File: src/rtl/microaddr_types.sv
// microaddr_types: shared microaddress/command types plus the sequencer state encoding.
package microaddr_types;
  typedef logic [11:0] uaddr_t;
  typedef enum logic [2:0] {NONE, INC, JMP, CALL, RET, OPJMP} cmd_t;
  typedef enum logic [1:0] {RESET_HOLD, RUN, WAIT_MEM, HALTED} seq_state_t;
endpackage

File: src/rtl/sat_counter16.sv
// sat_counter16: 16-bit up counter with enable and clear that sticks at 16'hFFFF.
module sat_counter16 (
  input  logic        clk,
  input  logic        reset,
  input  logic        en,
  input  logic        clr,
  output logic [15:0] count
);
  always_ff @(posedge clk or posedge reset)
    if (reset) count <= '0;
    else if (clr) count <= '0;
    else if (en && count != 16'hFFFF) count <= count + 16'd1;
endmodule

File: src/rtl/microseq_controller.sv
// microseq_controller: drives the microaddress counter with wait states, irq vectoring and halt/resume.
// Optional MICROSEQ_SINGLE_STEP_EN adds a step input that runs exactly one macro-instruction from HALTED.
module microseq_controller
  import microaddr_types::*;
#(
  parameter int     RESET_HOLD_CYCLES = 4,
  parameter uaddr_t IRQ_VECTOR        = 'h010
) (
  input  logic        clk,
  input  logic        reset,
  input  cmd_t        ucode_cmd,
  input  uaddr_t      ucode_load_addr,
  input  logic        ucode_mem,
  input  logic        mem_ack,
  input  logic        irq,
  input  logic        irq_en,
  input  logic        halt_req,
  input  logic        resume,
`ifdef MICROSEQ_SINGLE_STEP_EN
  input  logic        step,
`endif
  output cmd_t        uc_cmd,
  output uaddr_t      uc_load_addr,
  output logic        uc_reset,
  output logic        mem_req,
  output logic        irq_ack,
  output logic        halted,
  output logic [15:0] stall_count
);
  seq_state_t state, state_nx;
  logic [3:0] hold_cnt;
  logic issue, stop;
`ifdef MICROSEQ_SINGLE_STEP_EN
  logic step_armed;
  logic leave_halt;
  assign leave_halt = resume || step;
  always_ff @(posedge clk or posedge reset)
    if (reset) step_armed <= 1'b0;
    else if (state == HALTED && step) step_armed <= 1'b1;
    else if (issue && ucode_cmd == OPJMP) step_armed <= 1'b0;
`else
  logic step_armed;
  logic leave_halt;
  assign step_armed = 1'b0;
  assign leave_halt = resume;
`endif
  assign stop = halt_req || step_armed;
  always_ff @(posedge clk or posedge reset)
    if (reset) begin
      state    <= RESET_HOLD;
      hold_cnt <= 4'(RESET_HOLD_CYCLES - 1);
    end else begin
      state <= state_nx;
      if (state == RESET_HOLD && hold_cnt != 4'd0) hold_cnt <= hold_cnt - 4'd1;
    end
  // issue marks the cycle the current microword actually reaches the counter
  always_comb begin
    state_nx     = state;
    uc_cmd       = NONE;
    uc_load_addr = '0;
    uc_reset     = 1'b0;
    mem_req      = 1'b0;
    irq_ack      = 1'b0;
    halted       = 1'b0;
    issue        = 1'b0;
    case (state)
      RESET_HOLD: begin
        uc_reset = 1'b1;
        state_nx = hold_cnt == 4'd0 ? RUN : RESET_HOLD;
      end
      RUN: begin
        mem_req  = ucode_mem;
        issue    = !(ucode_mem && !mem_ack);
        state_nx = issue ? RUN : WAIT_MEM;
      end
      WAIT_MEM: begin
        mem_req  = 1'b1;
        issue    = mem_ack;
        state_nx = mem_ack ? RUN : WAIT_MEM;
      end
      HALTED: begin
        halted   = 1'b1;
        state_nx = leave_halt ? RUN : HALTED;
      end
      default: state_nx = RESET_HOLD;
    endcase
    if (issue) begin
      if (ucode_cmd == OPJMP && stop) state_nx = HALTED;
      else if (ucode_cmd == OPJMP && irq && irq_en) begin
        uc_cmd       = JMP;
        uc_load_addr = IRQ_VECTOR;
        irq_ack      = 1'b1;
      end else begin
        uc_cmd       = ucode_cmd;
        uc_load_addr = ucode_load_addr;
      end
    end
  end
  sat_counter16 u_stall (
    .clk  (clk),
    .reset(reset),
    .en   (state == WAIT_MEM),
    .clr  (1'b0),
    .count(stall_count)
  );
endmodule

File: config.mk
export PLATFORM = sky130hd
export DESIGN_NAME = microseq_controller
export DESIGN_NICKNAME = d
export VERILOG_FILES = /design/src/rtl/microaddr_types.sv /design/src/rtl/sat_counter16.sv /design/src/rtl/microseq_controller.sv
export SDC_FILE = /design/constraint.sdc
export NUM_CORES = 1
export LEC_CHECK = 0
export ABC_AREA = 0
export BUFFER_PORTS_ARGS = -buffer_cell sky130_fd_sc_hd__buf_4
export CORE_UTILIZATION = 42
export DETAILED_ROUTE_END_ITERATION = 7
export GPL_TIMING_DRIVEN = 0
export PLACE_DENSITY = 0.76
export SETUP_SLACK_MARGIN = 0.02
export SLEW_MARGIN = 20
export SYNTH_ARGS = -nofsm -noshare
export SYNTH_HDL_FRONTEND = slang
export SYNTH_HIERARCHICAL = 1
export SYNTH_SLANG_ARGS = --single-unit
File: constraint.sdc
create_clock -name clk -period 2.1 [get_ports clk]
set_input_delay 0.105 -clock clk [delete_from_list [all_inputs] [get_ports clk]]
set_output_delay 0.105 -clock clk [all_outputs]
set_load 0.005 [all_outputs]
==> flow_metrics.tcl <==
set metrics [dict create \
    numPortBuffers 57 \
    fin_setup_tns_ps 0 \
    synth-compound-area-share_pct 15.1 \
    p_clk_share_pct 20.5 \
    p_switching_uw 514 \
    synth-simple-area-share_pct 34.0 \
    fin_skew_ps 10.4 \
    synth-seq-cells 22 \
    setup_viol 0 \
    syn_area_um2 1510 \
    clock_latency_ps 310 \
    final_common_cell "buf_4" \
    wl_per_cell_um 13.5 \
    h-tree-depth 1 \
    layout-drive-gt1-share_pct 38.5 \
    reg2reg_slack_ps 30 \
    holdWs_ps 181 \
    sw_frac_of_total_pct 31.9 \
    p_leak_nw 0.992 \
    rows 21 \
    ant_nets 0 \
    die_area_um2 3840 \
    relSlewSlack_pct 57.5 \
    peakVddDrop_mv 0.493 \
    fin_crit_sh_pct 99.6 \
    r2r-end "u_stall/count[13]" \
    worst-path-max-fanout 10 \
    syn_area_per_cell_um2 8.82 \
    power_density_nw_per_um2 735 \
    antenna_found_initial 0 \
    intPower_mw 1.10 \
    start_kind "register" \
    path_clk_slew_ps 130 \
    min_path_cells 4 \
    seqPwrFrac_pct 29.5 \
    synth-warning-count 6 \
    io_pins 58 \
    die-height_um 61.9 \
    outcome "completed" \
    core_area_um2 3390 \
    critPathKind "register to output pin" \
    drt-initial-drc-count 66 \
    r2r_start "state[0]" \
    grt_pass1_wl_mm 6.14 \
    ys.flop_type "dfrtp_1" \
    start_util_pct 44.5 \
    place_ws_ps -158 \
    die_w_um 61.9 \
    grt-ovfl-total 0 \
    drc 0 \
    cts_tree "built" \
    nets 271 \
    cp.required_ps 2000 \
    clock-sinks 22 \
    drt-vias-per-instance 5.26 \
    area_growth_pct 45.2 \
    yosysUniqueCellTypes 45 \
    drtPass1Iterations 4 \
    arrival_ps 1990 \
    netlist_instances 171 \
    muxShareOfSynthArea_pct 2.16 \
    cts_buffers 3 \
    design_power_total_mw 1.61 \
    seq_area_frac_synth_pct 36.7 \
    final_max_slew_viol_count 0 \
    tightest_slew_ps 637 \
    synthAdderAreaFrac_pct 6.63 \
    gp_congestion 0.785 \
    post-route-min-period_ps 2090 \
    critPathCapture "uc_load_addr[3]" \
    reg2reg_depth 7 \
    worst_slack_ps 7.64 \
    drv_cap 0 \
    root_buffer "clkbuf_4" \
    grt_max_degree 17 \
    rsz0062_at_grt "true" \
    endpoint_kind "output pin" \
    num_vias 1498 \
    hold_class "primary input to register" \
    synth_xor_area_share_pct 0.580 \
    hp-start "ucode_cmd[1]" \
    fin_util_pct 64.6 \
    finalHoldViolCount 0 \
    synth_edf_count 0 \
    hpwlAfterDp_mm 2.69 \
    layout_common_cells "65 x buf_4, 20 x dfrtp_1, 14 x a21oi_1" \
    fmax_mhz 478 \
    ys_async_sr_fraction_pct 100 \
    track_usage_pct 21.4 \
    finalWirelength_mm 3.85 \
    synth_nets 202 \
    cp-startpoint "state[1]" \
    diodes 0 \
    combPwrFrac_pct 50.0 \
    cts_buffer_depth 2 \
    grt_pass1_vias 1327 \
    synth_top_family_by_area "simple AND/OR/NAND/NOR gates" \
]
## registers in the layout (all words and copies together), names as in the netlist
register / count
hold_cnt: 4
state: 2
u_stall/count: 16
## timing repair
action                     4_1_cts  5_1_grt
setup buffers                    0        7
pin swaps                        1        2
hold buffers                     1        0
hold endpoints to repair        22        0
gates resized for setup          9        7
setup endpoints to repair       19       21
## stage by stage
stage / instances / instance area, µm²
final: 285 / 2190
after global routing: 285 / 2190
after CTS: 279 / 2110
after detailed placement: 274 / 1990
after global placement: 274 / 1990
after floorplan: 171 / 1510
## critical path, cell delays in order (launching register included)
cell,delay (ps)
dfrtp_1,450
buf_4,170
ha_1,190
and3_4,180
a31oi_4,190
nor3_4,70
buf_6,140
and2_1,140
buf_4,130
## power by group through the flow
stage	registers [mW]	clock network (mW)	logic, mW
floorplan	0.472	0	0.370
global placement	0.479	0	0.639
detailed placement	0.478	0	0.646
CTS	0.475	0.330	0.721
global route	0.477	0.350	0.885
finish	0.475	0.330	0.805
## cells by family after synthesis
| family | Yosys count |
|---|---|
| simple gates | 85 |
| compound gates | 37 |
| fa+ha+maj | 8 |
| mux | 3 |
| buf+inv | 14 |
| other cells | 1 |
| xor+xnor | 1 |
| flops | 22 |
## metal layers
layer | up-vias | routed length, µm | global-route usage (%)
met5 | - | 0 | 0
met4 | 0 | 31 | 3.81
met3 | 4 | 162 | 4.55
met2 | 33 | 2010 | 34.7
met1 | 700 | 1650 | 29.8
li1 | 761 | - | -
## how the worst min path moves through the flow
| stage | endpoint | slack (ps) |
|---|---|---|
| floorplan | hold_cnt[2] | -110 |
| global placement | hold_cnt[2] | 40 |
| detailed placement | hold_cnt[2] | 50 |
| finish | state[0] | 180 |
| CTS | state[1] | 150 |
| global route | state[0] | 180 |
## cell usage after synthesis, types with 2 or more instances
library cell / instances / area share [%]
mux2_2: 2 / 1.5
nand2_1: 13 / 3.2
ha_1: 8 / 6.6
nor2_1: 8 / 2.0
or3_1: 6 / 2.5
nor2b_1: 4 / 1.7
and2_1: 13 / 5.4
a21oi_1: 14 / 4.6
dfstp_2: 2 / 3.5
nor3_1: 5 / 1.7
dfrtp_1: 20 / 33
o31ai_1: 5 / 2.5
o21ai_0: 8 / 2.7
or4_1: 6 / 3.0
nand3_1: 9 / 3.0
nand2b_1: 3 / 1.2
nor3_2: 2 / 1.3
inv_1: 9 / 2.2
o41ai_1: 2 / 1.2
o21a_1: 2 / 0.99
nor4_1: 3 / 1.2
nand4_1: 4 / 1.7
## layout make-up
| cell class | count | area [µm²] |
|---|---|---|
| buffer | 4 | 42.5 |
| timing repair buffer | 65 | 490 |
| fill | 282 | 1200 |
| sequential | 22 | 553 |
| clock buffer | 3 | 22.5 |
| multi-input combinational | 135 | 961 |
| inverter | 9 | 33.8 |
| tap | 46 | 57.6 |
| clock inverter | 1 | 30.0 |
Note: power is estimated with default switching activity, not from simulation.
